<file path="src/rtl/hslp_seq_ctrl.sv">
// hslp_seq_ctrl: 8x8 approximate multiplier built from four passes through a
// shared 4x4 nibble multiplier. Each nibble step drives the shared unit for
// one cycle and accumulates its shifted partial product into a 16-bit acc.
//
// state | meaning
// ------+--------------------------------------------------------
// IDLE  | waiting for an operand pair, in_ready high
// LL    | a[3:0] x b[3:0], shift 0
// LH    | a[3:0] x b[7:4], shift 4
// HL    | a[7:4] x b[3:0], shift 4
// HH    | a[7:4] x b[7:4], shift 8
// DONE  | result on prod, out_valid high until out_ready
module hslp_seq_ctrl #(
  parameter logic [1:0] SEL_LL = 2'd3,
  parameter logic [1:0] SEL_LH = 2'd3,
  parameter logic [1:0] SEL_HL = 2'd1,
  parameter logic [1:0] SEL_HH = 2'd0
) (
  input  logic        clk,
  input  logic        rst_n,
  input  logic        in_valid,
  output logic        in_ready,
  input  logic [7:0]  a,
  input  logic [7:0]  b,
  output logic        out_valid,
  input  logic        out_ready,
  output logic [15:0] prod,
  output logic        busy,
  output logic [3:0]  mul_a,
  output logic [3:0]  mul_b,
  output logic [1:0]  mul_sel,
  input  logic [7:0]  mul_prod
);

  typedef enum logic [2:0] {
    S_IDLE, S_LL, S_LH, S_HL, S_HH, S_DONE
  } state_t;

  state_t      state, state_nxt;
  logic [7:0]  a_q, b_q;
  logic [15:0] acc;
  logic [3:0]  shift;
  logic        acc_en;
  logic        accept;

  assign accept = in_valid & in_ready;
  assign prod   = acc;

  // State register; reset aborts any operation in flight.
  always_ff @(posedge clk or negedge rst_n) begin
    if (!rst_n) state <= S_IDLE;
    else        state <= state_nxt;
  end

  // Next-state, handshake and nibble-operand selection from the current state.
  always_comb begin
    state_nxt = state;
    in_ready  = 1'b0;
    out_valid = 1'b0;
    busy      = 1'b1;
    mul_a     = 4'd0;
    mul_b     = 4'd0;
    mul_sel   = SEL_LL;
    shift     = 4'd0;
    acc_en    = 1'b0;
    case (state)
      S_IDLE: begin
        in_ready = 1'b1;
        busy     = 1'b0;
        if (in_valid) state_nxt = S_LL;
      end
      S_LL: begin
        mul_a = a_q[3:0]; mul_b = b_q[3:0]; mul_sel = SEL_LL;
        shift = 4'd0; acc_en = 1'b1; state_nxt = S_LH;
      end
      S_LH: begin
        mul_a = a_q[3:0]; mul_b = b_q[7:4]; mul_sel = SEL_LH;
        shift = 4'd4; acc_en = 1'b1; state_nxt = S_HL;
      end
      S_HL: begin
        mul_a = a_q[7:4]; mul_b = b_q[3:0]; mul_sel = SEL_HL;
        shift = 4'd4; acc_en = 1'b1; state_nxt = S_HH;
      end
      S_HH: begin
        mul_a = a_q[7:4]; mul_b = b_q[7:4]; mul_sel = SEL_HH;
        shift = 4'd8; acc_en = 1'b1; state_nxt = S_DONE;
      end
      S_DONE: begin
        out_valid = 1'b1;
        // Leaving DONE lands in IDLE; acceptance needs a further edge.
        if (out_ready) state_nxt = S_IDLE;
      end
      default: begin
        busy      = 1'b0;
        state_nxt = S_IDLE;
      end
    endcase
  end

  // Operand latch on acceptance and modulo-2^16 accumulation of partial products.
  always_ff @(posedge clk or negedge rst_n) begin
    if (!rst_n) begin
      a_q <= 8'd0;
      b_q <= 8'd0;
      acc <= 16'd0;
    end else if (accept) begin
      a_q <= a;
      b_q <= b;
      acc <= 16'd0;
    end else if (acc_en) begin
      acc <= acc + (16'(mul_prod) << shift);
    end
  end

endmodule
</file>
<file path="config.mk">
export PLATFORM = sky130hd
export DESIGN_NAME = hslp_seq_ctrl
export DESIGN_NICKNAME = d
export VERILOG_FILES = /design/src/rtl/hslp_seq_ctrl.sv
export SDC_FILE = /design/constraint.sdc
export NUM_CORES = 1
export LEC_CHECK = 0
export CAP_MARGIN = 40
export CORE_AREA = 2 2 88 90
export CTS_CLUSTER_SIZE = 12
export DETAILED_ROUTE_END_ITERATION = 8
export DIE_AREA = 0 0 90 92
export GPL_TIMING_DRIVEN = 1
export MAX_ROUTING_LAYER = met4
export RECOVER_POWER = 100
export SYNTH_ARGS = -nofsm -noshare
export SYNTH_HDL_FRONTEND = slang
export SYNTH_SLANG_ARGS = --single-unit
</file>
<file path="constraint.sdc">
create_clock -name clk -period 3.52 [get_ports clk]
set_input_delay 0.704 -clock clk [delete_from_list [all_inputs] [get_ports clk]]
set_output_delay 0.704 -clock clk [all_outputs]
set_load 0.005 [all_outputs]
</file>
== After elaboration in Yosys (flattened, before gate mapping) ==
Cells that the tools add are included.
Storage, ports and cells
  output and inout bits: 29
  input port bits: 28
  bits in registers: 35
Cells by class
  muxes and demuxes: 13
  $add $sub $neg: 1
  reduce and logical (&&, ||, !) cells: 10
  shift operators: 1
  bitwise gates (word level): 1
  eq/ne operators: 7
Operator list (number)
  $mux W16: 2
  $pmux W4 S2: 3
  $pmux W3 S6: 1
  $add A16 B16 Y16: 1
  $shl A8 B4 Y16: 1
  $reduce_or A2 Y1: 5
  $eq A3 B2 Y1 const B: 2
  $eq A3 B3 Y1 const B: 2
  $mux W3: 2
  $reduce_or A5 Y1: 1
  $mux W1: 4
  $ne A2 B2 Y1 const B: 2
  $pmux W2 S2: 1
  $reduce_or A4 Y1: 1
  $eq A3 B1 Y1 const B: 1
  $logic_not A3 Y1: 1
  $reduce_and A2 Y1: 1
  $reduce_bool A2 Y1: 1
  $and A1 B1 Y1: 1

== Longest topological paths before layout ==
Gate-level depths: netlist of run 1.
  word-level depth: 7
  mapped depth: 15

== Worst setup path before layout of run 1 ==
No wires, ideal clock.
  kind: reg-to-reg
  start point: register state[2]
  end point: register acc[15], in the netlist prod[15]
  cell stages (with the launch flop): 14
  path slack: 0.580 ns
  period minus slack after synthesis: 2.940 ns
  arrival: 2.801 ns
  path buffers: 1
  data required time: 3.381 ns
  cell sequence: dfrtp_1 -> buf_1 -> nand2b_1 -> nor2_1 -> nor2_1 -> and2_1 -> ha_1 -> a21o_1 -> a21oi_2 -> a211oi_2 -> a2111oi_4 -> o21ai_2 -> xor2_1 -> o2111ai_2
On the way
  longest elaborated chain between the ends: 7
  elaborated cells between the ends (all ways): 16
  classes of those cells: add/sub: 1; eq/ne: 4; shift: 1; mux: 5; bitwise: 1; reduce/logical: 4
Ends and longest elaborated chain
  start, declared: line 39  | state_t state, state_nxt;
  start signal, assigned: line 52  | else state <= state_nxt;
  $eq A3 B2 Y1: line 66  | case (state)
  $reduce_or A2 Y1 (no source line)
  $pmux W4 S2: line 66
  $shl A8 B4 Y16: line 111  | acc <= acc + (16'(mul_prod) << shift);
  $add A16 B16 Y16: line 111
  $mux W16: line 110  | end else if (acc_en) begin
  $mux W16: line 106  | end else if (accept) begin
  end signal, assigned: line 111
  end, declared: line 41  | logic [15:0] acc;
Several ways; a longest one is shown, not always the timed one. The select of a mux whose other input is x is not followed.
A chain may end at the register's enable or synchronous reset.

== Worst setup path in the final report of run 1 ==
  start point: input mul_prod[7]
  end point: register acc[15], in the netlist prod[15]
On the way
  longest elaborated chain between the ends: 4
Ends and longest elaborated chain
  start, declared: line 32  | input logic [7:0] mul_prod
  $shl A8 B4 Y16: line 111
  $add A16 B16 Y16: line 111
  $mux W16: line 110
  $mux W16: line 106
Every way passes these cells. The select of a mux whose other input is x is not followed.

==> results of run 1 <==
[placed cells by master (no fill, tap or decap), drive strengths merged, types with 3 or more instances in the layout]
master          n
nand2          38
a22o            8
xor2            6
inv             9
nand3           5
a21o            3
o21ai          24
xnor2           5
a21oi          23
nor2b           4
clkdlybuf4s50  54
ha             15
clkbuf          6
and2            6
o22ai           3
nor2           23
nand2b          6
dfrtp          35
buf             6
nor3            3
o31ai           7
mux2           16
[timing repair]
| action | in CTS | in global routing |
|---|---|---|
| setup endpoints to repair | 0 | 3 |
| gates resized for setup | 0 | 2 |
| hold endpoints to repair | 0 | 0 |
[through the flow]
| step | hold WS, ps | power (mW) |
|---|---|---|
| after global routing | 534 | 3.53 |
| after floorplan | 408 | 2.14 |
| after CTS | 512 | 3.24 |
| final | 509 | 3.22 |
| after global placement | 489 | 2.89 |
| after detailed placement | 494 | 2.92 |
[layer usage]
| metal | part of all wire | routed length, um |
|---|---|---|
| met1 | 0.48 | 2950 |
| met2 | 0.46 | 2860 |
| met3 | 0.056 | 344 |
| met4 | 0.0024 | 15 |
| met5 | 0 | 0 |
[Yosys cell counts (2+ instances only)]
master / number / share of area
nand2_1: 38 / 0.060
dfrtp_1: 35 / 0.37
nor2_1: 23 / 0.036
o21ai_0: 23 / 0.048
a21oi_1: 21 / 0.044
mux2_2: 16 / 0.076
ha_1: 15 / 0.079
inv_1: 9 / 0.014
a22o_1: 8 / 0.029
o31ai_1: 7 / 0.022
and2_1: 6 / 0.016
nand2b_1: 6 / 0.016
xor2_1: 6 / 0.022
nand3_1: 5 / 0.011
xnor2_1: 5 / 0.018
clkbuf_1: 4 / 0.0063
nor2b_1: 4 / 0.011
a21o_1: 3 / 0.0095
o22ai_1: 3 / 0.0079
a21oi_2: 2 / 0.0074
and3_1: 2 / 0.0053
buf_1: 2 / 0.0032
nand4b_1: 2 / 0.0074
nor3_1: 2 / 0.0042
[path summary, 6_finish.rpt]
check | slack (ps) | from | to | depth (start not counted)
worst max-delay path | 370 | mul_prod[7] | prod[15]$_DFFE_PN0P_ | 11
max in group asynchronous | 790 | rst_n | state[1]$_DFFE_PN0P_ | 2
worst max register to register | 410 | state[1]$_DFFE_PN0P_ | prod[8]$_DFFE_PN0P_ | 13
worst min register to register | 510 | b_q[6]$_DFFE_PN0P_ | b_q[6]$_DFFE_PN0P_ | 1
worst min-delay path | 510 | b_q[6]$_DFFE_PN0P_ | b_q[6]$_DFFE_PN0P_ | 1
min in group asynchronous | 1480 | rst_n | prod[15]$_DFFE_PN0P_ | 2
[state kept, by name, summed over array words and instances (netlist names)]
signal and flops:
b_q 8, a_q 8, state 3, prod 16
[power breakdown]
part	switching (mW)	internal, mW	total (mW)
Clock	0.166	0.138	0.304
Combinational	1.07	1.08	2.15
Sequential	0.154	0.614	0.768
Total	1.39	1.83	3.22
[logic make-up (layout without fill, tap and decap cells)]
kind of cell / count (synthesis) / in the layout / share of synthesized area
AOI/OAI and AO/OA: 79 / 79 / 0.224
xor gates and xnor gates: 11 / 11 / 0.0405
adders and majority gates: 16 / 16 / 0.0872
DFF: 35 / 35 / 0.368
muxes: 16 / 16 / 0.0757
and+or+nand+nor: 92 / 92 / 0.179
buffers and inverters: 16 / 80 / 0.0257
[cell type report]
type                    count  area, sq um  area share
multi-input cells         214         1450       0.454
inverters                   9         33.8      0.0106
repair buffers             63          609       0.191
well taps                 102          128      0.0401
flip-flops and latches     35          877       0.276
clock buffers               5         68.8      0.0216
clock inverters             3         20.0     0.00629
==> results by group, run 1 <==
Logic synthesis
  – Post-Syn Instances: 265
  – Post-synthesis cell type count: 42
  – Sequential fraction of the synthesis area: 0.368
  – Mapped Area: 0.00238 sq mm
  – Synth Flop Type: dfrtp_1
  – Number of flops mapped to enable cells by yosys: 0
  – Synth Net Count: 309
  – Async SR Flop Fraction: 1.00
  – Syn_area_per_cell: 8.99 sq um
  – Synthesized flop and latch total: 35
  – Synth warnings: 0

Timing
  – Crit share post-route: 0.895
  – Final hold violations: 0
  – Setup TNS Final: 0 ps
  – Max Slew Vio Count: 36
  – Skew final: 8.85 ps
  – Crit path time final: 3150 ps
  – Maximum clock rate: 317 MHz
  – Setup violators final: 0
  – Worst Setup Slack, final: 368 ps
  – Rel. slew slack: -0.288
  – Pin slew with the least headroom to its limit: 1930 ps

Clock network
  – Clock transition at path regs: 80 ps
  – CTS Buffer Depth: 2
  – Clk sinks: 35
  – Worst-Skew Late Latency: 290 ps
  – Cts bufs inserted: 5
  – CTS tree: done
  – Root buf cell: clkbuf_8
  – Hold_buf cts: 0
  – H-tree lvl count: 2
  – # Post-CTS Setup Buffers: 0

Drt
  – DRT iter0 DRCs: 88
  – DR pass1 iterations: 5
  – Post-DR vias/cell: 5.05
  – Antenna-violating nets left: 0
  – Vias: 2176
  – Total wire length: 6170 um
  – Drt drc: 0
  – Routed WL per cell: 14.3 um

Setup path
  – Critical path capture point type: register
  – Critical path peak fanout: 5
  – Delay-heaviest family, CP: compound AO/OA/AOI/OAI gates
  – Max stage delay on crit path: 530 ps
  – Slowest-stage cell, CP: clkdlybuf4s50_1
  – CP cell instances: clkdlybuf4s50_1 -> a21oi_1 -> nor3_1 -> ha_1 -> a21oi_2 -> a21oi_1 -> or2_4 -> a2111oi_4 -> o21ai_2 -> xor2_1 -> o2111ai_2
  – Worst path required time: 3690 ps
  – Critical path arrival: 3320 ps
  – Most used cell, CP: a21oi_1
  – Startpoint Class: input port
  – Bufs and invs on worst path: 1
  – Crit Path Category: input port to register

Cells and area
  – Fill count: 760
  – Post-route cell area: 0.00318 sq mm
  – Ant diodes: 0
  – Post-layout util: 0.427
  – Non-Filler Instances: 431
  – Proportion of layout cells with a drive suffix above 1: 0.125
  – Area grow syn2layout: 33.7%
  – # nets final: 372

Floorplan
  – Full die area: 0.00828 sq mm
  – Io pins: 57
  – Width of the die: 90 um
  – Core ar.: 0.00745 sq mm
  – Cell row count: 32
  – Initial Utilization: 0.320
  – Die Span Y: 92 um

Hold path
  – Worst hold path class: register to register

Global route
  – M1 GR Usage: 0.197
  – Grt total ovfl: 0
  – Initial antenna violation count: 0
  – Tot GR Track Use: 0.156
  – Met2 Use GR: 0.256
  – First-pass GRT wire length: 10400 um
  – Vias in the first global route: 2239
  – GRT Max-Usage Layer: met2
  – Pin count of the biggest net entering global routing: 36
  – M3 GR Usage: 0.0378

Place
  – DP Cell Count: 423
  – Post-detail-place hpwl: 4620 um
  – Gpl congestion: 0.855
  – Post-DP Area: 0.00309 sq mm
  – Place WS: 59.8 ps
  – IO buf count: 56

Power and ir drop
  – Pwr Density: 1010 mW/mm^2
  – Peak supply drop: 0.401 mV
  – Leakage: 1.33 nW

Job
  – Max Cap Viol: 1

Outcome
  – Outcome: finished, violations left
  – Failing checks: capacitance limit, slew limit
Power figures use the tool's default switching activity.
==> inputs of run 2 (changes only) <==
- PLACE_DENSITY: not set -> 0.6
==> results of run 2 <==
The final DEF is identical to that of run 1; final timing and power are the same.
